$ cat config.mk
export PLATFORM = sky130hd
export DESIGN_NAME = instr_fetch_queue
export DESIGN_NICKNAME = d
export VERILOG_FILES = /design/src/rtl/instr_fetch_queue.sv
export SDC_FILE = /design/constraint.sdc
export NUM_CORES = 1
export LEC_CHECK = 0
export CAP_MARGIN = 20
export CORE_UTILIZATION = 35
export DETAILED_ROUTE_END_ITERATION = 16
export GPL_ROUTABILITY_DRIVEN = 0
export PLACE_DENSITY = 0.62
export SYNTH_ARGS = -nofsm -noshare
export SYNTH_HDL_FRONTEND = slang
export SYNTH_SLANG_ARGS = --single-unit
$ cat constraint.sdc
create_clock -name clock -period 3.3 [get_ports clock]
set_clock_uncertainty 0.15 [all_clocks]
set_input_delay 0.33 -clock clock [delete_from_list [all_inputs] [get_ports clock]]
set_output_delay 0.33 -clock clock [all_outputs]
set_load 0.05 [all_outputs]
$ cat src/rtl/instr_fetch_queue.sv
// Instruction prefetch queue: fetches 16-bit words over a req/ack handshake,
// buffers DEPTH of them with their addresses, and handles flush/redirect and HALT.
module instr_fetch_queue #(
    parameter int         DEPTH   = 4,
    parameter int         AW      = 8,
    parameter logic [4:0] NOP_OP  = 5'b00000,
    parameter logic [4:0] HALT_OP = 5'b00001
) (
    input  logic          clock,
    input  logic          reset,
    input  logic          enable,
    input  logic          start,
    input  logic [AW-1:0] start_addr,
    input  logic          flush,
    input  logic [AW-1:0] flush_addr,
    output logic          m_req,
    output logic [AW-1:0] m_addr,
    input  logic          m_ack,
    input  logic [15:0]   m_rdata,
    output logic          i_valid,
    output logic [15:0]   i_data,
    output logic [AW-1:0] i_pc,
    input  logic          i_ready,
    output logic          halted
);
    localparam int PW = $clog2(DEPTH);
    localparam int CW = PW + 1;
    localparam logic [CW-1:0] DEPTH_C = CW'(DEPTH);

    typedef enum logic [1:0] {S_IDLE, S_FETCH, S_HALTED} state_t;

    state_t          r_state, w_state_nxt;
    logic            r_m_req;
    logic [AW-1:0]   r_m_addr;
    logic [AW-1:0]   r_fptr;
    logic            r_discard;
    logic [15:0]     r_data [DEPTH];
    logic [AW-1:0]   r_pc   [DEPTH];
    logic [PW-1:0]   r_wp, r_rp;
    logic [CW-1:0]   r_cnt;

    logic            w_ack, w_flush, w_redir, w_push, w_pop;
    logic            w_pend_nxt, w_discard_nxt, w_issue;
    logic [AW-1:0]   w_raddr, w_fptr_nxt;
    logic [CW-1:0]   w_cnt_nxt;

    always_ff @(posedge clock) begin
        if (reset) r_state <= S_IDLE;
        else       r_state <= w_state_nxt;
    end

    always_comb begin
        w_ack       = m_ack & r_m_req;
        w_flush     = flush & (r_state != S_IDLE);
        w_redir     = w_flush | start;
        w_raddr     = w_flush ? flush_addr : start_addr;
        // A redirect swallows any ack landing in the same cycle.
        w_push      = w_ack & ~r_discard & ~w_redir;
        w_pop       = i_valid & i_ready & enable & ~w_redir;
        w_pend_nxt  = r_m_req & ~m_ack;
        // At most one ack is ever discarded: the one for the request already in flight.
        w_discard_nxt = w_pend_nxt & (r_discard | w_redir);
        w_cnt_nxt   = w_redir ? '0 : r_cnt + CW'(w_push) - CW'(w_pop);
        w_fptr_nxt  = w_redir ? w_raddr : (w_push ? r_m_addr + 1'b1 : r_fptr);
        w_state_nxt = r_state;
        if (w_redir)
            w_state_nxt = S_FETCH;
        else if (w_push && m_rdata[15:11] == HALT_OP)
            w_state_nxt = S_HALTED;
        // Issuing only when the post-update queue has room reserves a slot for the ack.
        w_issue = enable & ~w_pend_nxt & (w_state_nxt == S_FETCH) & (w_cnt_nxt < DEPTH_C);
    end

    always_ff @(posedge clock) begin
        if (reset) begin
            r_m_req   <= 1'b0;
            r_m_addr  <= '0;
            r_fptr    <= '0;
            r_discard <= 1'b0;
            r_cnt     <= '0;
            r_wp      <= '0;
            r_rp      <= '0;
        end else begin
            r_m_req   <= w_pend_nxt | w_issue;
            if (w_issue) r_m_addr <= w_fptr_nxt;
            r_fptr    <= w_fptr_nxt;
            r_discard <= w_discard_nxt;
            r_cnt     <= w_cnt_nxt;
            if (w_redir) begin
                r_wp <= '0;
                r_rp <= '0;
            end else begin
                if (w_push) r_wp <= r_wp + 1'b1;
                if (w_pop)  r_rp <= r_rp + 1'b1;
            end
        end
    end

    always_ff @(posedge clock) begin
        if (w_push) begin
            r_data[r_wp] <= m_rdata;
            r_pc[r_wp]   <= r_m_addr;
        end
    end

    assign m_req   = r_m_req;
    assign m_addr  = r_m_addr;
    assign i_valid = (r_cnt != '0);
    assign i_data  = i_valid ? r_data[r_rp] : {NOP_OP, 11'b0};
    assign i_pc    = i_valid ? r_pc[r_rp] : '0;
    assign halted  = (r_state == S_HALTED) & ~i_valid;

endmodule

==> impl_results.md, run 1 <==
- Number of fillers in the final layout: approximately 1300
- Core region area: approximately 15000 um2
- Width of the die: around 120 um
- Average wire length per cell after detail routing: 17.5 um
- Startpoint Class: flop
- Die boundary height: 124 um
- Flop2flop setup slack: about 0.23 ns
- Initial DRC count: 224
- Nets: 457
- Post-route setup TNS: 0 ns
- Pre-CTS WS: between 0.06 and 0.07 ns
- Total CTS buffers: 17
- Timing-limited maximum frequency: around 330 MHz
- Aggregate global-route resource usage: 15.5%
- DR vias: 3062
- Proportion of synthesized chip area in sequential cells: 66.7%
- End of the critical path: m_addr[4]
- 1st-pass router iterations: 5
- Synth-to-layout area growth: 30.8%
- First-pass GRT wire length: approximately 17000 um
- Largest buffer count on any clock path: 2
- Post-Synthesis Cells: 324
- Number of cell rows: 44
- Root buffer cell: sky130_fd_sc_hd__clkbuf_16
- Time the worst path needs with I/O delays and setup: 3.07 ns
- Area of the mapped netlist: roughly 5200 um2
- Layout cells sized above 1: between 10% and 20%
- Run status: finished, final reports clean
- Reg power frac: 44.9%
- Worst r2r dst: m_addr[4]
- Worst Path Arrival: between 3 and 4 ns
- Die area: 15300 um2
- Crit path launch: r_cnt[1]
- HPWL after detailed placement: 6990 um
- Net switching power figure: 826 uW
- Final antenna-violating net count: 0
- Leakage power of the design: 0.00229 uW
- Primary FF master, synth: sky130_fd_sc_hd__edfxtp_1
- Worst Setup End Kind: flop
- Reg2reg path depth: 10
- Type of the most critical hold path: flop to flop
- Count of flip-flops with a built-in enable after synthesis: 96
- Main area contributors after synthesis: sky130_fd_sc_hd__edfxtp_1, sky130_fd_sc_hd__dfxtp_1, sky130_fd_sc_hd__mux4_2
- Clock transition at path regs: 0.06 ns
- Setup-violating endpoint count in the final report: 0
- Worst slack on hold paths: 0.380 ns
- Unique masters post-synth: 53
- Setup repair after global routing missed its margin: false
- Grt total ovfl: 0
- Clock Sinks: ~130
- Share of total power in the clock network: 48.7%
- Largest net degree at the start of global routing: 28
- Flip-flop and latch count after synthesis: 125
- Initial core utilization: 35.8%
- Classification of the worst setup path: flop to flop
- Largest fanout of any net on the critical path: 6
- Number of nets in the synthesized netlist: 370
- Number of remaining DRC errors: 0
- Reg-to-Reg Start: r_cnt[1]
- Peak supply drop: 0.396 mV
- Number of max-slew violations in the final report: 0
- I/O pin cnt: 74
- H-tree depth reported by CTS: 4
- Max_slew headroom: 45.7%
- Via count of the first global-routing pass: 3188
- Required @ worst endpoint: about 3.5 ns
- Fraction of the cycle the final worst path needs: 93.0%
- Synth Area per Inst: 16.0 um2
- Most frequent cells in the layout: sky130_fd_sc_hd__edfxtp_1, sky130_fd_sc_hd__clkdlybuf4s50_1, sky130_fd_sc_hd__and2_1, sky130_fd_sc_hd__dfxtp_1, sky130_fd_sc_hd__mux4_2
- Number of gates given a new drive strength after cts: 0
- Sum of internal, switching and leakage power: 3930 uW
- Final antenna diode count: 0
- Hold Vio Cnt, Final: 0
- Worst-Margin Slew: between 0.8 and 0.9 ns
- Post-Place Cell Area: 6180 um2
- Fin worst setup slack: 0.230 ns
- Quantity of I/O buffers inserted on ports: 73
- Switching part of the total power: roughly a fifth
- Initial antenna violation count: 0
- Number of maximum-capacitance constraint violations: 0
- Post-synth top area share: between 50% and 60%
- Library cell with the largest summed area after synthesis: sky130_fd_sc_hd__edfxtp_1
- Pwr per Cell Area: 578 nW/um2
- Routed via count divided by cell count: 5.04
- Number of hold buffers added after CTS: 0
- Combinational group share of total power: 6.4%
- Post-CTS setup repair buffer count: 0
- Latest clock arrival within the worst-skew pair: 0.41 ns
- Clock tree from TritonCTS: built
- Async set-or-reset flop fraction in the synthesized netlist: 0%
- Final non-filler cell area: around 6800 um2
- Most common cell after layout, fill and taps aside: sky130_fd_sc_hd__edfxtp_1
- Total of warnings raised by yosys: 0
- Internal power consumption: between 3000 and 4000 uW
- Post-Route WL: approximately 11000 um
==> registers in the layout, indices dropped and copies added (netlist names), named ones only <==
signal and flops:
r_data 64, r_pc 32, m_addr 8, r_fptr 8
r_cnt 3, r_rp 2, r_state 2, r_wp 2
m_req 1, r_discard 1
==> area by class of cell <==
class                      count  area, um2  area share, %
clock buffer                  17        425           6.26
clock inverter                14        194           2.85
inverter                       9       33.8          0.497
multi-input combinational    172       1620           23.9
sequential                   125       3460           51.0
tap                          184        230           3.39
timing repair buffer          86        828           12.2
==> per-stage QoR <==
step,util [%],cells
after floorplan,-,324
after global placement,42.5,576
after detailed placement,42.5,576
after CTS,46.8,607
after global routing,46.8,607
final,46.8,607
==> per-layer routing <==
metal | up-vias | track usage [%] | share of wire, %
li1 | 1437 | - | -
met2 | 78 | 24.1 | 48
met3 | 8 | 4.81 | 4.5
met4 | 0 | 4.74 | 0.84
met1 | 1539 | 20.7 | 47
met5 | - | 0 | 0
==> how the worst min path moves through the flow <==
| stage | start | end | slack [ns] | cells after the start |
|---|---|---|---|---|
| final | r_rp[1] | flop | 0.38 | 2 |
| after floorplan | m_rdata[0] | r_data[0][0] | 0.28 | 0 |
| after global placement | r_rp[1] | r_rp[1] | 0.37 | 2 |
| after CTS | r_rp[1] | flop | 0.39 | 2 |
| after detailed placement | r_rp[1] | flop | 0.36 | 2 |
| after global routing | m_rdata[5] | r_data[0][5] | 0.41 | 1 |
==> cell usage after synthesis (4+ instances only) <==
cell / instances
sky130_fd_sc_hd__a211oi_1: 4
sky130_fd_sc_hd__a21oi_1: 10
sky130_fd_sc_hd__and2_1: 29
sky130_fd_sc_hd__buf_2: 7
sky130_fd_sc_hd__clkbuf_1: 10
sky130_fd_sc_hd__dfxtp_1: 29
sky130_fd_sc_hd__edfxtp_1: 96
sky130_fd_sc_hd__ha_1: 6
sky130_fd_sc_hd__inv_1: 9
sky130_fd_sc_hd__mux2_1: 4
sky130_fd_sc_hd__mux4_2: 24
sky130_fd_sc_hd__nand2_1: 4
sky130_fd_sc_hd__nor2_1: 16
sky130_fd_sc_hd__nor2b_1: 7
sky130_fd_sc_hd__nor3_1: 7
sky130_fd_sc_hd__o21ai_0: 4
==> power by group through the flow <==
stage	logic, uW	registers, uW	clock network (uW)
2_1_floorplan	107	1820	0
4_1_cts	254	1760	1950
3_5_place_dp	253	1800	0
5_1_grt	273	1770	2020
3_3_place_gp	250	1790	0
6_report	253	1760	1910
==> worst max-delay path: stages (launching register included) <==
cell	delay, ns
sky130_fd_sc_hd__dfxtp_1	0.32
sky130_fd_sc_hd__or3_1	0.40
sky130_fd_sc_hd__nand3_1	0.17
sky130_fd_sc_hd__xnor2_1	0.14
sky130_fd_sc_hd__nor3_1	0.07
sky130_fd_sc_hd__ha_1	0.20
sky130_fd_sc_hd__fa_1	0.37
sky130_fd_sc_hd__xor3_1	0.21
sky130_fd_sc_hd__and4b_1	0.33
sky130_fd_sc_hd__a21oi_4	0.26
sky130_fd_sc_hd__mux2_1	0.34
==> cell families after synthesis <==
| family | count (synthesis) | synth area share [%] |
|---|---|---|
| AOI/OAI and AO/OA | 45 | 6.86 |
| adders and majority gates | 7 | 1.83 |
| DFF | 125 | 66.7 |
| muxes | 30 | 11.7 |
| buffers and inverters | 27 | 2.12 |
| and+or+nand+nor | 84 | 9.58 |
| xor gates and xnor gates | 6 | 1.30 |
(Power assumes the default switching activity.)
==> run 2, diff against run 1 <==
SKIP_LAST_GASP = 1   (was default)
==> results of run 2 <==
No change in the layout: final DEF, timing and power equal those of run 1.
